`config.mk`:
```
export PLATFORM = sky130hd
export DESIGN_NAME = pipe_stage_reg
export DESIGN_NICKNAME = d
export VERILOG_FILES = /design/src/rtl/pipe_stage_reg.sv
export SDC_FILE = /design/constraint.sdc
export NUM_CORES = 1
export LEC_CHECK = 0
export BUFFER_PORTS_ARGS = -buffer_cell sky130_fd_sc_hd__buf_4
export CORE_ASPECT_RATIO = 0.8
export CORE_MARGIN = 4
export CORE_UTILIZATION = 40
export DETAILED_ROUTE_END_ITERATION = 10
export PLACE_DENSITY = 0.71
export SLEW_MARGIN = 0
export SYNTH_ARGS = -nofsm -noshare
export SYNTH_HDL_FRONTEND = slang
export SYNTH_SLANG_ARGS = --single-unit
```
`constraint.sdc`:
```
create_clock -name clk -period 1.25 [get_ports clk]
set_input_delay 0.1875 -clock clk [delete_from_list [all_inputs] [get_ports clk]]
set_output_delay 0.1875 -clock clk [all_outputs]
set_load 0.005 [all_outputs]
```
`src/rtl/pipe_stage_reg.sv`:
```
// Pipeline stage register: payload plus control field behind a valid/ready handshake, with hold, flush and bubble.
// Define PIPE_STAGE_REG_SKID_EN to build a two-entry skid buffer with a registered in_ready.
module pipe_stage_reg #(
    parameter int DATA_W = 64,
    parameter int CTRL_W = 24,
    parameter logic [CTRL_W-1:0] NOP_CTRL = {CTRL_W{1'b0}}
) (
    input  logic              clk,
    input  logic              Reset,
    input  logic              LE,
    input  logic              Flush,
    input  logic              Bubble,
    input  logic              in_valid,
    output logic              in_ready,
    input  logic [DATA_W-1:0] in_data,
    input  logic [CTRL_W-1:0] in_ctrl,
    output logic              out_valid,
    input  logic              out_ready,
    output logic [DATA_W-1:0] out_data,
    output logic [CTRL_W-1:0] out_ctrl,
    output logic [1:0]        count
);

    function automatic logic [CTRL_W-1:0] apply_bubble(input logic bubble,
                                                       input logic [CTRL_W-1:0] ctrl);
        return bubble ? NOP_CTRL : ctrl;
    endfunction

    logic              vld_p0;
    logic [DATA_W-1:0] data_p0;
    logic [CTRL_W-1:0] ctrl_p0;
    logic              vld_p0_nxt;
    logic              load_main_in;
    logic              it;
    logic              ot;
    logic [CTRL_W-1:0] ctrl_in;

    assign ctrl_in   = apply_bubble(Bubble, in_ctrl);
    assign out_valid = vld_p0 & LE & Reset;
    assign it        = in_valid & in_ready & LE & Reset & !Flush;
    assign ot        = out_valid & out_ready;
    assign out_data  = data_p0;
    assign out_ctrl  = ctrl_p0;

`ifdef PIPE_STAGE_REG_SKID_EN
    logic              vld_p1;
    logic [DATA_W-1:0] data_p1;
    logic [CTRL_W-1:0] ctrl_p1;
    logic              rdy_q;
    logic              vld_p1_nxt;
    logic              load_main_skid;
    logic              load_skid;

    // rdy_q only ever depends on state, so out_ready has no path to in_ready
    assign in_ready = rdy_q & LE & Reset;
    assign count    = {1'b0, vld_p0} + {1'b0, vld_p1};

    always_comb begin
        vld_p0_nxt     = vld_p0;
        vld_p1_nxt     = vld_p1;
        load_main_in   = 1'b0;
        load_main_skid = 1'b0;
        load_skid      = 1'b0;
        if (it && (!vld_p0 || ot)) begin
            load_main_in = 1'b1;
            vld_p0_nxt   = 1'b1;
        end else if (it) begin
            load_skid  = 1'b1;
            vld_p1_nxt = 1'b1;
        end else if (ot) begin
            if (vld_p1) begin
                load_main_skid = 1'b1;
                vld_p1_nxt     = 1'b0;
            end else begin
                vld_p0_nxt = 1'b0;
            end
        end
    end

    always_ff @(posedge clk) begin
        if (!Reset) begin
            vld_p0  <= 1'b0;
            vld_p1  <= 1'b0;
            rdy_q   <= 1'b1;
            data_p0 <= '0;
            ctrl_p0 <= NOP_CTRL;
        end else if (Flush) begin
            vld_p0 <= 1'b0;
            vld_p1 <= 1'b0;
            rdy_q  <= 1'b1;
        end else if (LE) begin
            vld_p0 <= vld_p0_nxt;
            vld_p1 <= vld_p1_nxt;
            rdy_q  <= !vld_p1_nxt;
            if (load_main_in) begin
                data_p0 <= in_data;
                ctrl_p0 <= ctrl_in;
            end else if (load_main_skid) begin
                data_p0 <= data_p1;
                ctrl_p0 <= ctrl_p1;
            end
        end
    end

    // skid payload is only meaningful while vld_p1 is set
    always_ff @(posedge clk) begin
        if (load_skid) begin
            data_p1 <= in_data;
            ctrl_p1 <= ctrl_in;
        end
    end
`else
    assign in_ready = LE & Reset & (!vld_p0 | out_ready);
    assign count    = {1'b0, vld_p0};

    always_comb begin
        vld_p0_nxt   = vld_p0;
        load_main_in = it;
        if (it) begin
            vld_p0_nxt = 1'b1;
        end else if (ot) begin
            vld_p0_nxt = 1'b0;
        end
    end

    always_ff @(posedge clk) begin
        if (!Reset) begin
            vld_p0  <= 1'b0;
            data_p0 <= '0;
            ctrl_p0 <= NOP_CTRL;
        end else if (Flush) begin
            vld_p0 <= 1'b0;
        end else if (LE) begin
            vld_p0 <= vld_p0_nxt;
            if (load_main_in) begin
                data_p0 <= in_data;
                ctrl_p0 <= ctrl_in;
            end
        end
    end
`endif

endmodule

```
# After elaboration in Yosys (flattened, before gate mapping)
# Cells that the tools add are included.
# W data, S select, Z words.
[classes]
n_mux = 3
n_bitwise = 12
n_reduce_logical = 6
[op_table]
columns = ["operator", "n"]
rows = [
  ["$mux W24", 1],
  ["$and A1 B1 Y1", 9],
  ["$reduce_and A3 Y1", 1],
  ["$logic_not A1 Y1", 2],
  ["$mux W1", 2],
  ["$not A1 Y1", 2],
  ["$reduce_and A2 Y1", 1],
  ["$reduce_bool A2 Y1", 1],
  ["$reduce_or A2 Y1", 1],
  ["$or A1 B1 Y1", 1],
]
[totals]
register_bits = 89
input_bits = 95
out_inout_bits = 92

# Logic depth before layout (Yosys ltp)
[depth]
word_depth = 9
depth_mapped = 8
depth_no_buf = 3

# Worst setup path before layout
# OpenSTA, ideal clock, no wires.
[synth_timing]
kind = "register to output"
startpoint = "register vld_p0"
endpoint = "output in_ready"
t_arrival_ns = 1.131
path_slack_ns = -0.069
stages_incl_launch_ff = 5
path_cell_list = "dfxtp_1 -> nand2b_1 -> clkbuf_1 -> buf_1 -> and2_1"
[synth_via]
elab_chain_len = 3
[synth_rtl]
columns = ["element", "line", "source"]
rows = [
  ["from (decl)", "29", "logic vld_p0;"],
  ["from (signal assigned)", "134", "vld_p0 <= vld_p0_nxt;"],
  ["$logic_not A1 Y1", "113", "assign in_ready = LE & Reset & (!vld_p0 | out_ready);"],
  ["$or A1 B1 Y1", "113", ""],
  ["$and A1 B1 Y1", "113", ""],
  ["to (decl)", "14", "output logic in_ready,"],
]
# Every way passes these cells.

# Final worst setup path
# Same ends and word-level chain as after synthesis.

==> impl_summary.md <==
Worst setup path
The signal on the critical path passes through nand2b_4, buf_12, and2_4, buf_6. The worst setup path is launched from a flip-flop. The delay of the slowest cell on the worst path is about 360 ps.

The buffering stage count on the worst path with inverters included is 2. The slowest cell on the critical path is dfxtp_2. The worst setup path is captured at an output pin. The critical path in this run is classified as reg2out. Data arrives at the worst endpoint at approximately 1100 ps.

Grouping stages by cell kind, the critical path spends the most delay in flip-flops. For the worst setup path, the data required time is 1060 ps. Along the worst path, the maximum fanout reaches 2.

Route
The detailed router finished its first iteration with roughly 250 violations. The number of detailed-routing iterations run before antenna repair is 4. The post-route antenna net violation count is 0. Dividing the detail-routed via count by the number of cells gives 5.18. After detailed routing, the average wire length per cell comes to 16.5 um. The remaining routing DRC violations is 0.

For this block, the via count after detailed routing is 3676. After detailed routing, the total wire length is between 10000 and 15000 um.

Power
The total power divided by cell area is 983 nW/um2. Of the total power, the clock network draws 0.320. VDD sags by at most 0.866 mV. The internal portion of total power is 4.17 mW. Of the total power, the share spent switching nets is 0.251.

In this run the power spent charging and discharging nets is 1.40 mW. Of the total power, combinational logic draws 0.145. The sequential fraction of design power is 0.535. The analysis attributes to cell leakage a power of ~2.5 nW.

Synthesis
The netlist area before placement is about 3500 um2. Counting every net in the synthesized netlist gives 505. After synthesis the netlist holds a flip-flop and latch count of 89.

During synthesis, Yosys emitted a total of 0 warnings. The number of instances in the synthesized netlist is 410. For this run, the register share of the synthesized area comes to 0.506. The number of distinct library cells after synthesis is 19. A synthesized cell averages ~8.6 um2.

Floorplan
The die is around 110 um wide. For this design the top-level I/O count stands at ~190. The region available for standard cell placement spans 8520 um2. The initial cell density of the core is 0.413. The die covers just over 10000 um2. From bottom edge to top edge, the die measures 91.9 um.

The number of rows in the core area is 30.

CTS
Counting every sink on the clock net gives 89. No sink is reached through more buffers than the 2 on the longest clock path. In this run the clock root is driven by a clkbuf_8. Counting the buffers created by CTS gives 9. The clock tree synthesis step divided the H-tree into 3 levels.

The later pin in the worst-skew pair is clocked with a latency of between 300 and 400 ps. Buffers inserted to repair hold after CTS numbered 0. TritonCTS built the clock tree. The CTS clock-pin slew for the worst setup and hold paths is around 90 ps.

STA
The number of slew-limit violations in the final report is 0. Counting I/O delays and the setup requirement, the final critical path takes around 1300 ps. Summed over all failing endpoints, the final setup total negative slack is -880 ps. In the finished design, the share of the clock period the worst path needs comes to 1.06. Timing would allow up to about 0.76 GHz.

Setup slack on the critical path of the routed design comes to -69.3 ps. The number of endpoints with negative hold slack in the final report is 0. Setup repair after global routing could not meet its margin everywhere. The clock arrives with 9.93 ps of skew. Setup violations remaining at the end of the flow were counted as 26.

Hold path
The min-delay analysis places its worst path in the category in2reg.

Layout
The share of cells above drive strength 1 is 0.461. In the layout the commonest cells are 197 x buf_4, 88 x nand2_1, 88 x dfxtp_1. The number of antenna diodes in the final layout is 0. The signed area change from the synthesized netlist to the final layout is 60.8%. For this run, the post-layout net count is roughly 690. The most frequent standard cell in the layout excluding fill and tap cells is buf_4.

The layout has approximately 680 filler cells. After routing the design area is 5660 um2. The area of all sequential standard cells is ~1800 um2. The multi-input logic area is ~1700 um2.

Global route
The aggregate global routing overflow is 0. The global router's overall resource usage is 0.203. The via count of the first global-routing pass is 3411.

The first global-routing pass estimated roughly 17000 um of wire. The initial antenna violation count is 0. The maximum number of pins on one net before global-route repair is 40.

Placed design
The congestion estimate from routability-driven global placement came to 0.782. Detailed placement finished with a half-perimeter wire length of between 7000 and 8000 um. The number of buffers added on ports is roughly 190. Timing analysis after detailed placement gives a worst setup slack of 40.4 ps. In this run the cell area measured after placement is 5070 um2.

Flow run
Across the run, the number of max-cap violations was 0.

Status
The final reports fail on negative setup slack. The run finished, with violations left.
-- worst min-delay path, stage by stage --
cell and delay [ps]:
buf_4 80, nand4_1 60, o21ai_1 70
-- per-layer routing --
layer / wire [um] / track usage / up-vias
met5: 0 / 0 / -
met2: 5480 / 0.317 / 175
met3: 1320 / 0.0891 / 16
met1: 4700 / 0.254 / 1699
li1: - / - / 1786
met4: 178 / 0.0571 / 0
-- power groups by stage --
stage / Sequential (mW) / Combinational [mW] / Clock [mW]
2_1_floorplan: 3.04 / 0.265 / 0
3_3_place_gp: 3.04 / 0.723 / 0
3_5_place_dp: 3.04 / 0.733 / 0
4_1_cts: 2.98 / 0.747 / 1.84
5_1_grt: 2.99 / 0.872 / 1.92
6_report: 2.98 / 0.808 / 1.78
-- kinds of logic (layout without fill, tap and decap cells) --
logic type | count (synthesis) | in the layout | share of synthesized area
AOI/OAI and AO/OA | 66 | 66 | 0.0952
buffers and inverters | 46 | 233 | 0.0647
DFF | 89 | 89 | 0.506
muxes | 24 | 24 | 0.0682
other | 1 | 1 | 0.00107
and+or+nand+nor | 184 | 184 | 0.265
-- synth_stat cells --
cell / n / area share
and2_1: 1 / 0.0018
nor2b_1: 1 / 0.0018
conb_1: 1 / 0.0011
a21bo_1: 1 / 0.0028
buf_2: 8 / 0.011
and2_4: 1 / 0.0025
buf_4: 2 / 0.0043
nand2_1: 88 / 0.094
buf_1: 2 / 0.0021
clkbuf_1: 29 / 0.031
buf_6: 5 / 0.016
dfxtp_1: 89 / 0.51
a21oi_1: 1 / 0.0014
nand4_1: 64 / 0.11
o21ai_1: 64 / 0.091
mux2i_1: 24 / 0.068
and3_1: 2 / 0.0036
nand3_1: 1 / 0.0014
nand2b_1: 26 / 0.046
-- path summary, 6_finish.rpt --
kind                                to                 startpoint  slack [ps]  cells past startpoint
max reg2reg   out_ctrl[4]$_SDFFE_PN0P_        vld_p0$_SDFFE_PP0P_         -60                      6
min          out_data[29]$_SDFFE_PN0P_                in_data[29]          80                      3
max                           in_ready        vld_p0$_SDFFE_PP0P_         -70                      4
min reg2reg  out_data[12]$_SDFFE_PN0P_  out_data[12]$_SDFFE_PN0P_         450                      2
-- area by class of cell --
class                      count  share of cell area
clock buffer                  10              0.0243
clock inverter                 6             0.00773
sequential                    89               0.315
timing repair buffer         217               0.333
multi-input combinational    275               0.295
tap                          112              0.0248
-- through the flow --
stage          hold slack [ps]  instances   util  power, mW
3_5_place_dp               434        679  0.595       3.77
2_1_floorplan              331        410      -       3.31
3_3_place_gp               424        679  0.595       3.76
5_1_grt                   62.9        709  0.664       5.78
6_report                  78.2        709  0.664       5.57
4_1_cts                   64.2        699  0.627       5.56
-- flip-flops by register name (all words and copies together), names as in the netlist --
register	flops
out_ctrl	24
out_data	64
vld_p0	1
-- what timing repair did --
item	4_1_cts	5_1_grt
gates resized for setup	4	39
endpoints found under the setup margin	2	80
pin swaps	1	2
gates cloned	2	7
buffers inserted	2	3
(Power assumes the default switching activity.)
